**config.mk**
```make
export PLATFORM = sky130hd
export DESIGN_NAME = spi_cmd_decoder_flat
export DESIGN_NICKNAME = d
export VERILOG_FILES = /design/src/rtl/spi_cmd_decoder_if.sv /design/src/rtl/spi_cmd_decoder.sv /design/src/flat_wrapper.sv
export SDC_FILE = /design/constraint.sdc
export NUM_CORES = 1
export LEC_CHECK = 0
export BUFFER_PORTS_ARGS = -buffer_cell sky130_fd_sc_hd__buf_2
export CORE_ASPECT_RATIO = 0.75
export CORE_MARGIN = 3
export CORE_UTILIZATION = 55
export CTS_CLUSTER_SIZE = 40
export DETAILED_ROUTE_END_ITERATION = 8
export GPL_ROUTABILITY_DRIVEN = 0
export PLACE_DENSITY = 0.89
export SLEW_MARGIN = 30
export SYNTH_ARGS = -nofsm -noshare
export SYNTH_HDL_FRONTEND = slang
export SYNTH_SLANG_ARGS = --single-unit
```
**constraint.sdc**
```tcl
create_clock -name clk -period 2.5 [get_ports clk]
set_clock_uncertainty 0.15 [all_clocks]
set_input_delay 0.375 -clock clk [delete_from_list [all_inputs] [get_ports clk]]
set_output_delay 0.375 -clock clk [all_outputs]
set_load 0.05 [all_outputs]
```
**src/rtl/spi_cmd_decoder_if.sv**
```systemverilog
// Byte-stream and register-bus signals of the SPI command decoder.
// slave: the decoder. master: the spislave/bus side that feeds it.
interface spi_cmd_decoder_if;
    logic [7:0]  mdata;
    logic        data_valid_read;
    logic        data_firstbyte;
    logic [7:0]  sdata;
    logic [15:0] bus_addr;
    logic [7:0]  bus_wdata;
    logic        bus_we;
    logic        bus_re;
    logic [7:0]  bus_rdata;
    logic        busy;

    modport slave (
        input  mdata, data_valid_read, data_firstbyte, bus_rdata,
        output sdata, bus_addr, bus_wdata, bus_we, bus_re, busy
    );

    modport master (
        output mdata, data_valid_read, data_firstbyte, bus_rdata,
        input  sdata, bus_addr, bus_wdata, bus_we, bus_re, busy
    );
endinterface

```
**src/rtl/spi_cmd_decoder.sv**
```systemverilog
// SPI-to-bus bridge: decodes cmd / addr_hi / addr_lo / data bytes from
// spislave into single-cycle bus reads and writes, with optional address
// auto-increment. Read data is staged into sdata for the next byte slot.
module spi_cmd_decoder #(
    parameter logic [7:0] SYNC_BYTE  = 8'hA5,
    parameter int         RD_LATENCY = 1
) (
    input  logic             clk,
    input  logic             rst,
    spi_cmd_decoder_if.slave bus
);
    typedef enum logic [1:0] {S_CMD, S_ADDRH, S_ADDRL, S_DATA} state_t;

    // The read-return staging below assumes bus_rdata one cycle after bus_re.
    generate
        if (RD_LATENCY != 1) begin : g_bad_latency
            $error("spi_cmd_decoder: only RD_LATENCY = 1 is supported");
        end
    endgenerate

    state_t      r_state, w_next;
    logic        r_rw, r_ainc;
    logic [15:0] r_addr;
    logic [7:0]  r_wdata, r_sdata;
    logic        r_we, r_re, r_busy;
    logic        r_inc_pend;   // read+ainc: bump address, then issue bus_re
    logic        r_rd_pend;    // bus_rdata is valid this cycle
    logic        w_cmd, w_addrh, w_addrl, w_data;

    // State register
    always_ff @(posedge clk or posedge rst) begin
        if (rst) r_state <= S_CMD;
        else     r_state <= w_next;
    end

    // Next state and per-strobe decode; a first byte restarts from any state
    always_comb begin
        w_next  = r_state;
        w_cmd   = 1'b0;
        w_addrh = 1'b0;
        w_addrl = 1'b0;
        w_data  = 1'b0;
        if (bus.data_valid_read) begin
            if (bus.data_firstbyte) begin
                w_cmd  = 1'b1;
                w_next = S_ADDRH;
            end else begin
                case (r_state)
                    S_CMD:   w_next = S_CMD;
                    S_ADDRH: begin w_addrh = 1'b1; w_next = S_ADDRL; end
                    S_ADDRL: begin w_addrl = 1'b1; w_next = S_DATA;  end
                    S_DATA:  w_data = 1'b1;
                    default: w_next = S_CMD;
                endcase
            end
        end
    end

    // Datapath: address, bus strobes, write data, sdata staging
    always_ff @(posedge clk or posedge rst) begin
        if (rst) begin
            r_rw       <= 1'b0;
            r_ainc     <= 1'b0;
            r_addr     <= 16'h0000;
            r_wdata    <= 8'h00;
            r_sdata    <= 8'h00;
            r_we       <= 1'b0;
            r_re       <= 1'b0;
            r_busy     <= 1'b0;
            r_inc_pend <= 1'b0;
            r_rd_pend  <= 1'b0;
        end else begin
            r_we       <= 1'b0;
            r_re       <= 1'b0;
            r_inc_pend <= 1'b0;
            r_rd_pend  <= r_re;
            if (r_rd_pend)
                r_sdata <= bus.bus_rdata;
            // post-increment after a write, 16-bit wrap
            if (r_we && r_ainc)
                r_addr <= r_addr + 16'd1;
            // pre-increment before an auto-increment read
            if (r_inc_pend) begin
                r_addr <= r_addr + 16'd1;
                r_re   <= 1'b1;
            end
            if (w_addrh)
                r_addr[15:8] <= bus.mdata;
            if (w_addrl) begin
                r_addr[7:0] <= bus.mdata;
                r_re        <= r_rw;          // read prefetch
            end
            if (w_data) begin
                if (!r_rw) begin
                    r_we    <= 1'b1;
                    r_wdata <= bus.mdata;
                end else if (r_ainc) begin
                    r_inc_pend <= 1'b1;        // dummy byte discarded
                end else begin
                    r_re <= 1'b1;
                end
            end
            // a command byte aborts anything in flight
            if (w_cmd) begin
                r_rw       <= bus.mdata[7];
                r_ainc     <= bus.mdata[6];
                r_sdata    <= SYNC_BYTE;
                r_busy     <= 1'b1;
                r_re       <= 1'b0;
                r_inc_pend <= 1'b0;
                r_rd_pend  <= 1'b0;
            end
        end
    end

    assign bus.sdata     = r_sdata;
    assign bus.bus_addr  = r_addr;
    assign bus.bus_wdata = r_wdata;
    assign bus.bus_we    = r_we;
    assign bus.bus_re    = r_re;
    assign bus.busy      = r_busy;
endmodule

```
**src/flat_wrapper.sv**
```systemverilog
// flat-port wrapper written by rule: the top's interface ports become plain ports
module spi_cmd_decoder_flat 
#(
    parameter logic [7:0] SYNC_BYTE  = 8'hA5,
    parameter int         RD_LATENCY = 1
)
  (clk, rst, bus_mdata, bus_data_valid_read, bus_data_firstbyte, bus_bus_rdata, bus_sdata, bus_bus_addr, bus_bus_wdata, bus_bus_we, bus_bus_re, bus_busy);
  spi_cmd_decoder_if bus_i ();
  input  logic clk;
  input  logic rst;
  input wire logic [$bits(bus_i.mdata)-1:0] bus_mdata;
  input wire logic [$bits(bus_i.data_valid_read)-1:0] bus_data_valid_read;
  input wire logic [$bits(bus_i.data_firstbyte)-1:0] bus_data_firstbyte;
  input wire logic [$bits(bus_i.bus_rdata)-1:0] bus_bus_rdata;
  output wire logic [$bits(bus_i.sdata)-1:0] bus_sdata;
  output wire logic [$bits(bus_i.bus_addr)-1:0] bus_bus_addr;
  output wire logic [$bits(bus_i.bus_wdata)-1:0] bus_bus_wdata;
  output wire logic [$bits(bus_i.bus_we)-1:0] bus_bus_we;
  output wire logic [$bits(bus_i.bus_re)-1:0] bus_bus_re;
  output wire logic [$bits(bus_i.busy)-1:0] bus_busy;
  assign bus_i.mdata = bus_mdata;
  assign bus_i.data_valid_read = bus_data_valid_read;
  assign bus_i.data_firstbyte = bus_data_firstbyte;
  assign bus_i.bus_rdata = bus_bus_rdata;
  assign bus_sdata = bus_i.sdata;
  assign bus_bus_addr = bus_i.bus_addr;
  assign bus_bus_wdata = bus_i.bus_wdata;
  assign bus_bus_we = bus_i.bus_we;
  assign bus_bus_re = bus_i.bus_re;
  assign bus_busy = bus_i.busy;
  spi_cmd_decoder #(.SYNC_BYTE(SYNC_BYTE), .RD_LATENCY(RD_LATENCY)) u_core (.clk(clk), .rst(rst), .bus(bus_i));
endmodule
```
==> metrics.md <==
| Metric | Value |
|---|---|
| Global-route wire length before repair | `about 7.3 mm` |
| Max IR drop VDD | `around 1.1 mV` |
| Root Buffer | `clkbuf_8` |
| Final Hold Viols | `0` |
| Largest net degree at the start of global routing | `42` |
| Worst setup SP type | `register` |
| Area Overhead vs Synth | `19.4%` |
| Most frequent cells in the layout | `54 x buf_2, 41 x dfrtp_1, 24 x nand2_1` |
| PnR worst setup slack | `0.544 ns` |
| Max cap viols | `0` |
| Most common cell after layout, fill and taps aside | `buf_2` |
| CTS tree | `yes` |
| Antenna violations before repair | `0` |
| Final Instance Area | `approximately 2400 um2` |
| Worst R2R Start | `u_core.r_ainc` |
| PwrDens | `1260 nW/um2` |
| Maximum clock insertion buffer count | `2` |
| Drt drc | `0` |
| Reg-to-reg slack, setup | `approximately 0.54 ns` |
| H-Tree Depth | `2` |
| Warnings, synthesis | `0` |
| PortBufs | `54` |
| # diodes | `0` |
| Status | `finished clean` |
| Via Count | `around 1,600` |
| Clk slew on worst S/H paths | `around 0.070 ns` |
| Post-synthesis register bit count | `slightly above 40` |
| Routed Antenna Nets | `0` |
| Ys async rst share | `1.00` |
| Synth Cell Area | `between 1500 and 2000 um2` |
| Placed cell area | `2270 um2` |
| Cells after Synth | `approximately 190` |
| FMAX | `roughly 500 MHz` |
| Initial core utilization | `0.585` |
| Synth unique cells | `35` |
| Leak | `between 0.001 and 0.0015 uW` |
| Core footprint | `between 3000 and 4000 um2` |
| CTS buffer count | `5` |
| Register area share after synthesis | `0.519` |
| Drt initial violations | `roughly 110` |
| Gr usage total | `0.228` |
| CP Max Fanout | `9` |
| Setup Viol. Count Final | `0` |
| Die Y | `a little under 60 um` |
| Required time worst endpoint | `2.56 ns` |
| Unrepaired setup endpoints after global routing | `no` |
| Setup TNS Final | `0 ns` |
| Worst slew margin | `0.568` |
| Post-CTS sizing | `0` |
| Type of the worst min-delay path | `input pin to async pin` |
| Final Max Tran Viols | `0` |
| Share of post-route cells with drive strength above 1 | `0.311` |
| Via-per-instance ratio | `roughly 5.8` |
| Setup crit end kind | `register` |
| # hold bufs at CTS | `0` |
| Final min period | `about 2 ns` |
| Tightest Pin Transition | `around 0.65 ns` |
| Avg WL per Cell | `around 15 um` |
| Critical path arrival | `approximately 2.0 ns` |
| CP Class | `register to register` |
| GRT overflow | `0` |
| Rows | `18` |
| Setup bufs post-CTS | `0` |
| Worst r2r dst | `u_core.bus.bus_addr[13]` |
| Ports | `between 50 and 60` |
| Clk sinks | `41` |
| Final nets | `269` |
| Routed Wire Length | `about 4.4 mm` |
| Overall power | `2980 uW` |
| Tcrit/Tclk final | `0.783` |
| Mean Syn Cell Area | `10.5 um2` |
| Worst skew pair latency | `0.29 ns` |
| Die ar. | `about 4400 um2` |
| Post-DP HPWL | `around 3.3 mm` |
| Register-to-Register Path Depth | `4` |
| Dpl ws | `0.549 ns` |
| Die X | `roughly 75 um` |
| Post-synth EDFFs | `0` |
| Syn_nets | `~210` |
| Vias in the first global route | `1,540` |
| Pre-antenna DRT Iters | `4` |
| Ys flop type | `dfrtp_1` |
## per-layer routing
metal  track usage  share of wire  vias up
met5             0              0        -
met4        0.0948          0.017        0
met1         0.326           0.47      793
met2         0.331           0.45       62
li1              -              -      774
met3        0.0607          0.063        6
## cells in the mapped netlist, drive strengths merged, types with 5 or more instances
cell,count,share of area
a21oi,8,0.020
a31oi,5,0.016
clkbuf,6,0.011
dfrtp,41,0.52
ha,5,0.032
inv,6,0.011
mux2,10,0.057
mux2i,9,0.046
nand2,24,0.046
nand3,8,0.020
nand4,5,0.030
nor2,20,0.039
o21ai,5,0.013
## worst max-delay path, cell delays in order, from the launching register on
cell	delay (ns)
dfrtp_1	0.41
a21o_1	0.37
nand4_4	0.21
or4_1	0.55
a31oi_1	0.18
## registers in the layout (all words and copies together) (netlist names), 2 cells and up
| signal | flops |
|---|---|
| u_core.r_state | 2 |
| u_core.bus.bus_wdata | 8 |
| u_core.bus.sdata | 8 |
| u_core.bus.bus_addr | 16 |
## report_power, final
group | leakage, uW | switching (uW) | internal (uW)
registers | 0.000479 | 223 | 872
logic | 0.000578 | 1050 | 402
clock network | 0.0000443 | 217 | 219
total | 0.00110 | 1490 | 1490
## how the worst max path moves through the flow
stage                                 from                       to  slack [ns]
finish                       u_core.r_ainc  u_core.bus.bus_addr[13]        0.54
global route             u_core.r_state[0]        u_core.bus.bus_re        0.38
CTS                          u_core.r_ainc  u_core.bus.bus_addr[13]        0.53
detailed placement           u_core.r_ainc  u_core.bus.bus_addr[13]        0.55
global placement         u_core.r_state[0]        u_core.bus.bus_re        0.67
floorplan           u_core.bus.bus_addr[2]  u_core.bus.bus_addr[13]        0.40
## area by class of cell
| class | count | area, um2 |
|---|---|---|
| Fill cell | 288 | 1020 |
| Multi-Input combinational cell | 135 | 898 |
| Timing Repair Buffer | 55 | 278 |
| Clock buffer | 7 | 86.3 |
| Tap cell | 40 | 50.0 |
| Inverter | 6 | 22.5 |
| Sequential cell | 41 | 1030 |
## logic make-up after synthesis
group,Yosys count,share of synthesized area
compound gates,26,0.0791
mux,19,0.103
xor+xnor,8,0.0354
fa+ha+maj,5,0.0316
flops,41,0.519
buf+inv,13,0.0266
simple gates,77,0.206
## through the flow
step	hold slack [ns]	utilization	cells
floorplan	0.314	-	189
global placement	0.296	0.673	277
detailed placement	0.299	0.673	277
CTS	0.0655	0.699	284
global route	0.0841	0.699	284
finish	0.0493	0.699	284
Power figures use the tool's default switching activity.
